[src/rtl/decrypt_ctrl_pkg.sv]
// decrypt_ctrl_pkg: shared states and operand geometry for the decrypt controller
package decrypt_ctrl_pkg;
    localparam int N_COEF    = 4;
    localparam int K         = 2;
    localparam int KEY_WORDS = 8;
    localparam int CT_WORDS  = 16;
    localparam int Q         = 17;
    typedef enum logic [2:0] {IDLE, LOAD_KEY, LOAD_CT, RUN, DONE} state_t;
endpackage

[src/rtl/decrypt_operand_buf.sv]
// decrypt_operand_buf: key and ciphertext register files with indexed write and sync clear
module decrypt_operand_buf
    import decrypt_ctrl_pkg::*;
(
    input  logic               clk,
    input  logic               clr,
    input  logic               we_key,
    input  logic               we_ct,
    input  logic [3:0]         idx,
    input  logic signed [31:0] data,
    output logic signed [31:0] key [K][N_COEF],
    output logic signed [31:0] ct  [2][K][N_COEF]
);
    // word idx lands at key[idx[2]][idx[1:0]] or ct[idx[3]][idx[2]][idx[1:0]]
    always_ff @(posedge clk) begin
        if (clr) begin
            key <= '{default: '0};
            ct  <= '{default: '0};
        end else begin
            if (we_key) key[idx[2]][idx[1:0]] <= data;
            if (we_ct) ct[idx[3]][idx[2]][idx[1:0]] <= data;
        end
    end
endmodule

[src/rtl/decrypt_controller.sv]
// decrypt_controller: loads key/ciphertext operands, runs the datapath, returns the message
module decrypt_controller
    import decrypt_ctrl_pkg::*;
#(
    parameter int LATENCY = 2
) (
    input  logic               clk,
    input  logic               rst,
    input  logic               load_key,
    input  logic               decrypt_start,
    input  logic               in_valid,
    output logic               in_ready,
    input  logic signed [31:0] in_data,
    output logic               dp_enable,
    output logic signed [31:0] dp_secret_key [K][N_COEF],
    output logic signed [31:0] dp_ciphertext [2][K][N_COEF],
    input  logic [3:0]         dp_m_b,
    output logic               out_valid,
    input  logic               out_ready,
    output logic [3:0]         out_msg,
    output logic               busy,
    output logic               key_loaded,
    output logic               err
);
    state_t     state, state_n;
    logic [4:0] cnt;
    logic [3:0] run_cnt;
    logic       accept, last_word, run_done;

    assign in_ready  = state == LOAD_KEY || state == LOAD_CT;
    assign dp_enable = state == RUN;
    assign out_valid = state == DONE;
    assign busy      = state != IDLE;
    assign accept    = in_valid && in_ready;
    assign last_word = accept && cnt == (state == LOAD_KEY ? 5'(KEY_WORDS - 1) : 5'(CT_WORDS - 1));
    assign run_done  = dp_enable && run_cnt == 4'(LATENCY - 1);

    decrypt_operand_buf u_buf (
        .clk    (clk),
        .clr    (rst),
        .we_key (accept && state == LOAD_KEY),
        .we_ct  (accept && state == LOAD_CT),
        .idx    (cnt[3:0]),
        .data   (in_data),
        .key    (dp_secret_key),
        .ct     (dp_ciphertext)
    );

    // next state; commands only matter in IDLE, load_key wins over decrypt_start
    always_comb begin
        state_n = state;
        case (state)
            IDLE:     state_n = load_key ? LOAD_KEY : (decrypt_start && key_loaded) ? LOAD_CT : IDLE;
            LOAD_KEY: state_n = last_word ? IDLE : LOAD_KEY;
            LOAD_CT:  state_n = last_word ? RUN : LOAD_CT;
            RUN:      state_n = run_done ? DONE : RUN;
            DONE:     state_n = out_ready ? IDLE : DONE;
            default:  state_n = IDLE;
        endcase
    end

    // state, word/run counters, key status, error pulse and message capture
    always_ff @(posedge clk) begin
        if (rst) begin
            state      <= IDLE;
            cnt        <= '0;
            run_cnt    <= '0;
            key_loaded <= 1'b0;
            err        <= 1'b0;
            out_msg    <= '0;
        end else begin
            state      <= state_n;
            cnt        <= state_n != state ? 5'd0 : accept ? cnt + 5'd1 : cnt;
            run_cnt    <= dp_enable ? run_cnt + 4'd1 : 4'd0;
            key_loaded <= (state == IDLE && load_key) ? 1'b0 : (state == LOAD_KEY && last_word) ? 1'b1 : key_loaded;
            err        <= state == IDLE && decrypt_start && !load_key && !key_loaded;
            out_msg    <= run_done ? dp_m_b : out_msg;
        end
    end
endmodule
[config.mk]
export PLATFORM = sky130hd
export DESIGN_NAME = decrypt_controller
export DESIGN_NICKNAME = d
export VERILOG_FILES = /design/src/rtl/decrypt_ctrl_pkg.sv /design/src/rtl/decrypt_operand_buf.sv /design/src/rtl/decrypt_controller.sv
export SDC_FILE = /design/constraint.sdc
export NUM_CORES = 2
export LEC_CHECK = 0
export BUFFER_PORTS_ARGS = -buffer_cell sky130_fd_sc_hd__clkbuf_2
export CAP_MARGIN = 10
export CORE_AREA = 4 4 321 323
export DETAILED_ROUTE_END_ITERATION = 6
export DIE_AREA = 0 0 325 327
export HOLD_SLACK_MARGIN = 0.02
export PLACE_DENSITY_LB_ADDON = 0.08
export SLEW_MARGIN = 20
export SYNTH_ARGS = -nofsm -noshare
export SYNTH_HDL_FRONTEND = slang
export SYNTH_SLANG_ARGS = --single-unit
[constraint.sdc]
create_clock -name clk -period 1.6 [get_ports clk]
set_input_delay 0.32 -clock clk [delete_from_list [all_inputs] [get_ports clk]]
set_output_delay 0.32 -clock clk [all_outputs]
set_load 0.01 [all_outputs]
==> run metrics <==
status=complete, but fails checks; failing checks=negative setup slack; Min Hold Slack=0.09223 ns; CORE AREA=99,860 um2; hold path depth=4; Worst EP arrival=1.67 ns; via count=28,100; RSZ-0062 raised after global routing=yes; Synth Register Bits=786; Synth Net Count=3,612; Antenna Nets Post-Route=0; Rows=116; Place WS=-0.2192 ns; clk slew on worst S/H paths=0.06 ns; htree depth=3; Final Hold Vio Count=0; max-slew violations=0; crit-path max cell delay=0.33 ns; most used cell along the critical path=buf_6; Max Cap Viol=0; first-pass GRT wire length=a little over 200,000 um; leak pwr=17.28 nW; CTS Buf Count=91; Cell variety after synth=37; PD cells=1009 nW/um2; final worst path period need=between 1.5 and 2 ns; Residual DRC=0; Slew HR=65.20%; Skew-Pair Late Insertion Delay=~0.7 ns; initial antenna violation count=4; routed vias/inst=between 4 and 5; routed length per placed instance=approximately 26 um; VDD IR max=between 800 and 900 uV; Post-Route WL=150,200 um; Worst EP required=1.28 ns; Ports=820; CTS root buffer=clkbuf_16; Syn Inst Count=3,562; register area share after synthesis=between 50% and 60%; Area growth syn-to-layout=53.99%; TritonCTS Sinks=786; Critical Path Fanout Max=5; FMAX=0.5031 GHz; die height=327 um; TritonCTS clock tree=built; layout cells sized above 1=40.38%; vias in the first global route=~26,000; fin crit share=124.2%; Final setup viols=782; placer congestion estimate=0.7904; number of synthesis warnings=0; Hold Path Class=input pin to flip-flop; crit start category=flip-flop; r2r worst-path depth=10; Critical Path Sink Type=primary output; clock skew=0.02113 ns; clk buf depth=3; DP HPWL=a little over 90,000 um; worst path cell trace=buf_6 -> nor3_4 -> buf_6 -> inv_4 -> buf_8; final worst-path setup slack=-0.3877 ns; Overall Global Routing Usage=between 20 and 30%; Nets=4,511; Initial Util=between 20% and 30%; Slew @ Worst Pin=0.5220 ns; Crit-path slowest cell=dfxtp_2; Syn Area/Cell=7.861 um2; DRT iter0 DRCs=2,022; largest net degree at the start of global routing=87; first-pass iteration count of the detailed router=5; worst setup path category=flip-flop to primary output; Die X=325 um; die footprint=about 110,000 um2; grt total ovfl=0; number of buffers added on ports=819; Syn Std Cell Area=28,000 um2
-- sequential cells by signal (all words and copies together), names as in the netlist --
name / cells
run_cnt: 4
err: 1
state: 3
u_buf.ct: 512
u_buf.key: 256
out_msg: 4
key_loaded: 1
cnt: 5
-- Yosys cell counts --
| cell | number | share of area, % |
|---|---|---|
| nand4b_1 | 1 | 0.031 |
| nor3_2 | 2 | 0.071 |
| buf_12 | 1 | 0.071 |
| o311ai_0 | 1 | 0.031 |
| nor2_1 | 17 | 0.23 |
| a211oi_1 | 2 | 0.054 |
| nor3b_1 | 2 | 0.054 |
| buf_4 | 2 | 0.054 |
| nand2b_1 | 7 | 0.16 |
| o21a_1 | 1 | 0.027 |
| o211ai_1 | 1 | 0.027 |
| nand3b_1 | 3 | 0.080 |
| xor2_1 | 1 | 0.031 |
| nand4bb_1 | 2 | 0.080 |
| ha_1 | 8 | 0.36 |
| clkbuf_1 | 138 | 1.8 |
| and2_1 | 3 | 0.067 |
| a2111oi_1 | 1 | 0.036 |
| xnor2_1 | 5 | 0.16 |
| o2111a_1 | 1 | 0.040 |
| a21oi_1 | 775 | 14 |
| or3_1 | 7 | 0.16 |
| nor2b_1 | 3 | 0.067 |
| buf_6 | 31 | 1.2 |
| inv_1 | 8 | 0.11 |
| and3_1 | 4 | 0.089 |
| buf_2 | 146 | 2.6 |
| a211o_1 | 1 | 0.031 |
| dfxtp_1 | 786 | 56 |
| buf_1 | 2 | 0.027 |
| nor3_4 | 10 | 0.58 |
| and4bb_2 | 2 | 0.089 |
| o21ai_0 | 3 | 0.054 |
| nand3_1 | 18 | 0.32 |
| nor3_1 | 10 | 0.18 |
| mux2i_1 | 1 | 0.036 |
| nand2_1 | 1556 | 21 |
-- area by class of cell --
class                   count  area [um2]
diodes                      1       2.502
clock buffers             137        2731
clock inverters            32       401.6
fillers                  9983       56730
inverters                   8       41.29
multi-input cells        2448       13460
flip-flops and latches    786       15750
well taps                1298        1624
repair buffers           1126        9105
-- metrics by stage --
step	power, W	std cells	TNS, ns	utilization [%]	area (um2)
4_1_cts	0.04389	5804	-173.43	40.37	40310
6_report	0.04349	5836	-157.29	43.18	43120
3_5_place_dp	0.02182	5540	-66.30	34.87	34820
3_3_place_gp	0.02182	5540	-54.67	34.87	34820
2_1_floorplan	0.02075	3562	-2.036	-	28030
5_1_grt	0.04479	5835	-203.07	43.18	43120
-- where the power goes --
part,internal [W],switching [W]
Clock,0.0128,0.00895
Sequential,0.0196,0.0000336
Combinational,0.000607,0.00147
Total,0.0330,0.0104
-- layer usage --
layer | global-route usage (%) | wire length [um] | vias up | part of all wire, %
met1 | 31.43 | 59570 | 13740 | 40
met3 | 6.390 | 9838 | 208 | 6.5
met4 | 9.496 | 5790 | 0 | 3.9
met5 | 0 | 0 | - | 0
met2 | 44.75 | 75040 | 900 | 50
li1 | - | - | 13250 | -
-- cells by family (layout without fill, tap and decap cells) --
group,Yosys count,in the layout,share of synthesized area (%)
adder cells (fa/ha/maj),8,8,0.3575
other,0,1,0
AND/OR/NAND/NOR,1647,1647,23.11
flip-flops,786,786,56.19
AO/OA/AOI/OAI,786,786,14.15
XOR/XNOR,6,6,0.1877
multiplexers,1,1,0.03575
buffers and inverters,328,1303,5.965
-- path summary, 6_finish.rpt --
| kind | startpoint | slack (ns) | endpoint |
|---|---|---|---|
| max | state[2] | -0.39 | busy |
| min | in_data[19] | 0.09 | u_buf.ct[435] |
| max reg2reg | state[0] | -0.37 | u_buf.ct[178] |
| min reg2reg | u_buf.ct[156] | 0.45 | u_buf.ct[156] |
-- repair_timing --
item                                    in CTS  in global routing
resized for setup                          243                636
cloned                                      34                 19
endpoints found under the hold margin       10                  0
hold buffers                                 9                  0
endpoints found under the setup margin     730                796
buffers inserted                            54                 18
pin swaps                                  143                348
-- cells in the final DEF (no fill, tap or decap), types with 14 or more instances in the layout --
cell	n
clkbuf_1	19
buf_6	36
nand2_4	203
buf_16	32
buf_4	84
dfxtp_1	779
nand2_1	1289
clkbuf_2	814
clkinv_2	18
buf_12	122
clkbuf_8	27
clkbuf_16	105
nand2_2	63
a21oi_1	545
a21oi_2	230
buf_8	14
-- worst max-delay path: cells and delay by family (launching register included) --
family,cells,cell delay [ns]
buffers and inverters,4,0.42
flip-flops,1,0.33
AND/OR/NAND/NOR,1,0.24
Note: power is estimated with default switching activity, not from simulation.
